$ cat src/rtl/lsu_word_adapter.sv
// Byte-addressed RV32I load/store adapter for a word-only synchronous data memory.
// Sub-word stores are done as read-modify-write; illegal requests never reach memory.
module lsu_word_adapter #(
    parameter int ADDR_W = 8
) (
    input  logic        clk_i,
    input  logic        rst_ni,
    input  logic        req_i,
    input  logic        we_i,
    input  logic [2:0]  funct3_i,
    input  logic [31:0] addr_i,
    input  logic [31:0] wdata_i,
    output logic        busy_o,
    output logic        done_o,
    output logic        err_o,
    output logic [31:0] rdata_o,
    output logic [31:0] mem_addr_o,
    output logic        mem_rd_o,
    output logic        mem_wr_o,
    output logic [31:0] mem_wdata_o,
    input  logic [31:0] mem_rdata_i
);

    // state   | meaning
    // IDLE    | waiting for req_i; done_o of the previous op may be high here
    // LD_RD   | load read strobe on the memory bus
    // LD_CAP  | load data valid on mem_rdata_i, captured at the next edge
    // RMW_RD  | sub-word store: read strobe for the old word
    // RMW_MRG | old word valid, merged word driven at the next edge
    // ST_WR   | write strobe on the memory bus
    // RESP    | rejected request, done_o/err_o high
    typedef enum logic [2:0] {
        IDLE,
        LD_RD,
        LD_CAP,
        RMW_RD,
        RMW_MRG,
        ST_WR,
        RESP
    } state_t;

    state_t      state_q, state_d;
    logic [2:0]  funct3_q, funct3_d;
    logic [1:0]  off_q, off_d;
    logic [15:0] wdata_q, wdata_d;

    logic        mem_rd_q, mem_rd_d;
    logic        mem_wr_q, mem_wr_d;
    logic        done_q, done_d;
    logic        err_q, err_d;
    logic [31:0] mem_addr_q, mem_addr_d;
    logic [31:0] mem_wdata_q, mem_wdata_d;
    logic [31:0] rdata_q, rdata_d;

    logic        f3_ok;
    logic        misaligned;
    logic        out_of_range;
    logic        req_err;
    logic [31:0] word_idx;
    logic [7:0]  byte_sel;
    logic [15:0] half_sel;
    logic [31:0] load_val;
    logic [31:0] merge_val;

    assign word_idx     = 32'(addr_i[ADDR_W+1:2]);
    assign out_of_range = (addr_i >> (ADDR_W + 2)) != 32'd0;

    always_comb begin
        f3_ok = 1'b0;
        if (we_i) begin
            f3_ok = funct3_i inside {3'd0, 3'd1, 3'd2};
        end else begin
            f3_ok = funct3_i inside {3'd0, 3'd1, 3'd2, 3'd4, 3'd5};
        end
    end

    // funct3[1:0] gives the access size for every legal encoding
    always_comb begin
        misaligned = 1'b0;
        case (funct3_i[1:0])
            2'd1:    misaligned = addr_i[0];
            2'd2:    misaligned = addr_i[1:0] != 2'd0;
            default: misaligned = 1'b0;
        endcase
    end

    assign req_err = !f3_ok || misaligned || out_of_range;

    always_comb begin
        byte_sel = mem_rdata_i[7:0];
        case (off_q)
            2'd0:    byte_sel = mem_rdata_i[7:0];
            2'd1:    byte_sel = mem_rdata_i[15:8];
            2'd2:    byte_sel = mem_rdata_i[23:16];
            default: byte_sel = mem_rdata_i[31:24];
        endcase
    end

    assign half_sel = off_q[1] ? mem_rdata_i[31:16] : mem_rdata_i[15:0];

    always_comb begin
        load_val = mem_rdata_i;
        case (funct3_q)
            3'd0:    load_val = {{24{byte_sel[7]}}, byte_sel};
            3'd1:    load_val = {{16{half_sel[15]}}, half_sel};
            3'd4:    load_val = {24'd0, byte_sel};
            3'd5:    load_val = {16'd0, half_sel};
            default: load_val = mem_rdata_i;
        endcase
    end

    always_comb begin
        merge_val = mem_rdata_i;
        if (funct3_q[1:0] == 2'd0) begin
            case (off_q)
                2'd0:    merge_val[7:0]   = wdata_q[7:0];
                2'd1:    merge_val[15:8]  = wdata_q[7:0];
                2'd2:    merge_val[23:16] = wdata_q[7:0];
                default: merge_val[31:24] = wdata_q[7:0];
            endcase
        end else if (off_q[1]) begin
            merge_val[31:16] = wdata_q;
        end else begin
            merge_val[15:0] = wdata_q;
        end
    end

    always_comb begin
        state_d     = state_q;
        funct3_d    = funct3_q;
        off_d       = off_q;
        wdata_d     = wdata_q;
        mem_rd_d    = 1'b0;
        mem_wr_d    = 1'b0;
        done_d      = 1'b0;
        err_d       = 1'b0;
        mem_addr_d  = mem_addr_q;
        mem_wdata_d = mem_wdata_q;
        rdata_d     = rdata_q;

        case (state_q)
            IDLE: begin
                if (req_i) begin
                    funct3_d = funct3_i;
                    off_d    = addr_i[1:0];
                    wdata_d  = wdata_i[15:0];
                    if (req_err) begin
                        state_d = RESP;
                        done_d  = 1'b1;
                        err_d   = 1'b1;
                    end else begin
                        mem_addr_d = word_idx;
                        if (!we_i) begin
                            state_d  = LD_RD;
                            mem_rd_d = 1'b1;
                        end else if (funct3_i == 3'd2) begin
                            state_d     = ST_WR;
                            mem_wr_d    = 1'b1;
                            mem_wdata_d = wdata_i;
                        end else begin
                            state_d  = RMW_RD;
                            mem_rd_d = 1'b1;
                        end
                    end
                end
            end
            LD_RD:   state_d = LD_CAP;
            LD_CAP: begin
                rdata_d = load_val;
                done_d  = 1'b1;
                state_d = IDLE;
            end
            RMW_RD:  state_d = RMW_MRG;
            RMW_MRG: begin
                mem_wdata_d = merge_val;
                mem_wr_d    = 1'b1;
                state_d     = ST_WR;
            end
            ST_WR: begin
                done_d  = 1'b1;
                state_d = IDLE;
            end
            RESP:    state_d = IDLE;
            default: state_d = IDLE;
        endcase
    end

    always_ff @(posedge clk_i or negedge rst_ni) begin
        if (!rst_ni) begin
            state_q     <= IDLE;
            funct3_q    <= 3'd0;
            off_q       <= 2'd0;
            wdata_q     <= 16'd0;
            mem_rd_q    <= 1'b0;
            mem_wr_q    <= 1'b0;
            done_q      <= 1'b0;
            err_q       <= 1'b0;
            mem_addr_q  <= 32'd0;
            mem_wdata_q <= 32'd0;
            rdata_q     <= 32'd0;
        end else begin
            state_q     <= state_d;
            funct3_q    <= funct3_d;
            off_q       <= off_d;
            wdata_q     <= wdata_d;
            mem_rd_q    <= mem_rd_d;
            mem_wr_q    <= mem_wr_d;
            done_q      <= done_d;
            err_q       <= err_d;
            mem_addr_q  <= mem_addr_d;
            mem_wdata_q <= mem_wdata_d;
            rdata_q     <= rdata_d;
        end
    end

    assign busy_o      = state_q != IDLE;
    assign done_o      = done_q;
    assign err_o       = err_q;
    assign rdata_o     = rdata_q;
    assign mem_addr_o  = mem_addr_q;
    assign mem_rd_o    = mem_rd_q;
    assign mem_wr_o    = mem_wr_q;
    assign mem_wdata_o = mem_wdata_q;

endmodule
$ cat config.mk
export PLATFORM = sky130hd
export DESIGN_NAME = lsu_word_adapter
export DESIGN_NICKNAME = d
export VERILOG_FILES = /design/src/rtl/lsu_word_adapter.sv
export SDC_FILE = /design/constraint.sdc
export NUM_CORES = 1
export LEC_CHECK = 0
export BUFFER_PORTS_ARGS = -buffer_cell sky130_fd_sc_hd__buf_2
export CELL_PAD_IN_SITES_DETAIL_PLACEMENT = 1
export CELL_PAD_IN_SITES_GLOBAL_PLACEMENT = 2
export CORE_ASPECT_RATIO = 0.9
export CORE_UTILIZATION = 30
export CTS_BUF_LIST = sky130_fd_sc_hd__clkbuf_8
export CTS_CLUSTER_SIZE = 12
export DETAILED_ROUTE_END_ITERATION = 8
export PLACE_DENSITY = 0.81
export SKIP_CTS_REPAIR_TIMING = 1
export SLEW_MARGIN = 10
export SYNTH_ARGS = -nofsm -noshare
export SYNTH_HDL_FRONTEND = slang
export SYNTH_SLANG_ARGS = --single-unit
export TNS_END_PERCENT = 20
$ cat constraint.sdc
create_clock -name clk_i -period 2.7 [get_ports clk_i]
set_clock_uncertainty 0.05 [all_clocks]
set_input_delay 0.405 -clock clk_i [delete_from_list [all_inputs] [get_ports clk_i]]
set_output_delay 0.405 -clock clk_i [all_outputs]
set_load 0.01 [all_outputs]
==> summary.md <==
| Metric | Value |
|---|---|
| Outcome | complete, no violations |
| Fill cells | 2170 |
| Maximum vdd drop | roughly 0.47 mV |
| Synth warnings | 0 |
| GRT Resource Usage Total | 20.6% |
| Final Hold Viols | 0 |
| Post-route antenna net violation count | 0 |
| Leak | 0.00360 uW |
| Seq/Total Area, Yosys | 44.8% |
| Core box area | 0.0180 mm^2 |
| CP Class | reg2reg |
| Die height | 132 um |
| Final max-slew violation count | 0 |
| Crit-path max FO | 16 |
| # setup viols final | 0 |
| Num CTS Buffers | 9 |
| Setup crit start kind | register |
| Average size of a mapped cell | 9.32 um^2 |
| Mapped Cells | 600 |
| Placed inst area | 0.00673 mm^2 |
| Ratio of cells with drive above 1 in the final layout | 31.7% |
| Fmax | about 0.42 GHz |
| # nets final | a little under 900 |
| Slowest cell on the critical path | nor2_1 |
| IO Pins | between 200 and 250 |
| Die footprint | 0.0192 mm^2 |
| Wirelength, routed | 19.3 mm |
| Overall power | between 8000 and 9000 uW |
| Area delta synth->final | 24.4% |
| WP data required | 2.87 ns |
| Worst r2r src | off_q[0]$_DFFE_PN0P_ |
| Drt wl/cell | 19.0 um |
| CP delay by family, top | simple AND/OR/NAND/NOR gates |
| Worst Path Buf+Inv | 0 |
| H-tree depth | 3 |
| Total of max-cap violations | 0 |
| Fin area | 0.00696 mm^2 |
| R2R setup slack | around 0.3 ns |
| Period utilization | between 80% and 90% |
| Min-Delay Endpoint | wdata_q[10]$_DFFE_PN0P_ |
| DRC errors left | 0 |
| IO Port Bufs | approximately 180 |
| Synth area leader | dfrtp_1 |
| Critical path cell sequence | mux4_2 -> nand2_1 -> a211oi_1 -> nor2_1 -> a21oi_1 |
| Hold Crit Depth | 3 |
| Global-route wire length before repair | around 30 mm |
| Unrepaired setup endpoints after global routing | no |
| Pre-antenna DRT Iters | 4 |
| Hold Path Origin | wdata_i[10] |
| Slew Limit Headroom | 25.2% |
| Top cells by area, synth | dfrtp_1 (45%), mux2i_1 (9.8%), nand2_1 (7.9%), a211oi_1 (4.6%), a21oi_1 (3.5%) |
| CTS max path bufs | 2 |
| Pwr Density | 1190 mW/mm^2 |
| Slowest Stage Delay on Critical Path | approximately 0.85 ns |
| Final Wtd Congestion | 0.797 |
| Vias in the first global route | 5364 |
| Die Wd | 146 um |
| Post-DP HPWL | 14.9 mm |
| FP Rows | 46 |
| Worst slew pin tran | approximately 1.1 ns |
| Clk slew on worst S/H paths | about 0.10 ns |
| Arrival time worst endpoint | roughly 2.6 ns |
| Root Buffer | clkbuf_8 |
| Worst hold slack | 0.182 ns |
| Crit path capture type | register |
| Most common cell after layout, fill and taps aside | buf_2 |
| Yosys reg bits | 100 |
| Routed vias/inst | 4.92 |
| TritonCTS clock tree | built |
| Min cycle time layout | 2.40 ns |
| Iter 0 DRT Violations | around 170 |
| Highest-count cells in the layout ignoring fill and taps | buf_2 (178), nand2_1 (117), dfrtp_1 (100) |
| Largest net degree at the start of global routing | 61 |
| Reg2Reg Depth | 5 |
| Initial Util | 31.1% |
| Synth Cell Area | 0.00559 mm^2 |
| HP Class | in2reg |
| Initial antenna violation count | 1 |
| Vias | between 5000 and 6000 |
| Post-layout util | 38.7% |
| Yosys top cell area share | 44.8% |
| Clock sinks | 100 |
| Setup TNS | 0 ns |
| FF-to-FF End | rdata_o[24]$_DFFE_PN0N_ |
| Netlist cell types | 45 |
| Clock latency on the worst-skew pair | 0.39 ns |
| GR Overflow Total | 0 |
==> state kept, by name, indices dropped and copies added, names as in the netlist <==
name and cells:
state_q 3, mem_rd_o 1, wdata_q 16, mem_wr_o 1, done_o 1, off_q 2, err_o 1, rdata_o 32
funct3_q 3, mem_addr_o 8, mem_wdata_o 32
==> report_power, final <==
group	switching [uW]	internal, uW
combinational	2580	1920
clock	551	540
sequential	510	2190
total	3640	4660
==> Yosys cell counts (all sizes together) <==
cell	instances
a311o	1
a21oi	40
or3b	1
buf	29
nand3b	1
a221oi	2
o211ai	1
mux2	25
o311ai	1
inv	22
a211oi	34
nand2b	1
a21boi	2
conb	1
nand3	1
nor3	8
a22o	2
nor2b	24
a31oi	1
ha	3
o211a	1
o22ai	13
a21o	1
dfrtp	100
mux2i	55
and2	3
nand2	118
o21a	1
nor3b	1
and3b	1
nor4	6
clkbuf	33
nor2	26
o21ai	36
o22a	1
nand4	1
mux4	1
o31a	2
==> worst max-delay path by stage <==
stage,to,startpoint,cells past startpoint,slack (ns)
final,rdata_o[24]$_DFFE_PN0N_,off_q[0]$_DFFE_PN0P_,5,0.30
after global routing,rdata_o[20]$_DFFE_PN0N_,off_q[0]$_DFFE_PN0P_,5,0.13
after CTS,rdata_o[24]$_DFFE_PN0N_,off_q[0]$_DFFE_PN0P_,5,0.25
after detailed placement,mem_wdata_o[2]$_DFFE_PN0P_,funct3_i[0],9,0.08
after global placement,mem_wdata_o[0]$_DFFE_PN0P_,funct3_i[0],9,0.16
after floorplan,mem_wdata_o[16]$_DFFE_PN0P_,funct3_i[0],8,0.22
==> area by class of cell <==
class / count / area [um^2] / share of cell area (%)
diodes: 1 / 2.50 / 0.0360
multi-input cells: 439 / 2760 / 39.7
well taps: 240 / 300 / 4.32
flip-flops and latches: 100 / 2500 / 36.0
clock inverters: 6 / 78.8 / 1.13
repair buffers: 199 / 1090 / 15.7
clock buffers: 10 / 138 / 1.98
inverters: 22 / 82.6 / 1.19
==> per-layer routing <==
metal  part of all wire, %  wire length (um)  vias to the layer above  global-route usage (%)
li1                      -                 -                     2369                       -
met1                    45              8760                     2458                    26.8
met2                    48              9220                      167                    34.5
met3                   6.0              1150                       13                    5.03
met4                  0.92               177                        0                    3.86
met5                     0                 0                        -                       0
==> kinds of logic (layout without fill, tap and decap cells) <==
logic type | after synthesis | count (layout) | share of synthesized area [%]
other cells | 1 | 25 | 0.0671
buf+inv | 84 | 237 | 7.56
compound gates | 139 | 139 | 15.6
flops | 100 | 100 | 44.8
mux | 81 | 81 | 16.2
simple gates | 192 | 192 | 15.2
fa+ha+maj | 3 | 3 | 0.671
==> stage by stage <==
stage	setup slack, ns	cells
6_report	0.304	1017
5_1_grt	0.132	1017
4_1_cts	0.250	1015
3_5_place_dp	0.0752	999
3_3_place_gp	0.164	999
2_1_floorplan	0.221	623
==> worst min-delay path: stages <==
cell	delay, ns
buf_2	0.09
nand2_1	0.04
nand2_1	0.05
Note: power is estimated with default switching activity, not from simulation.
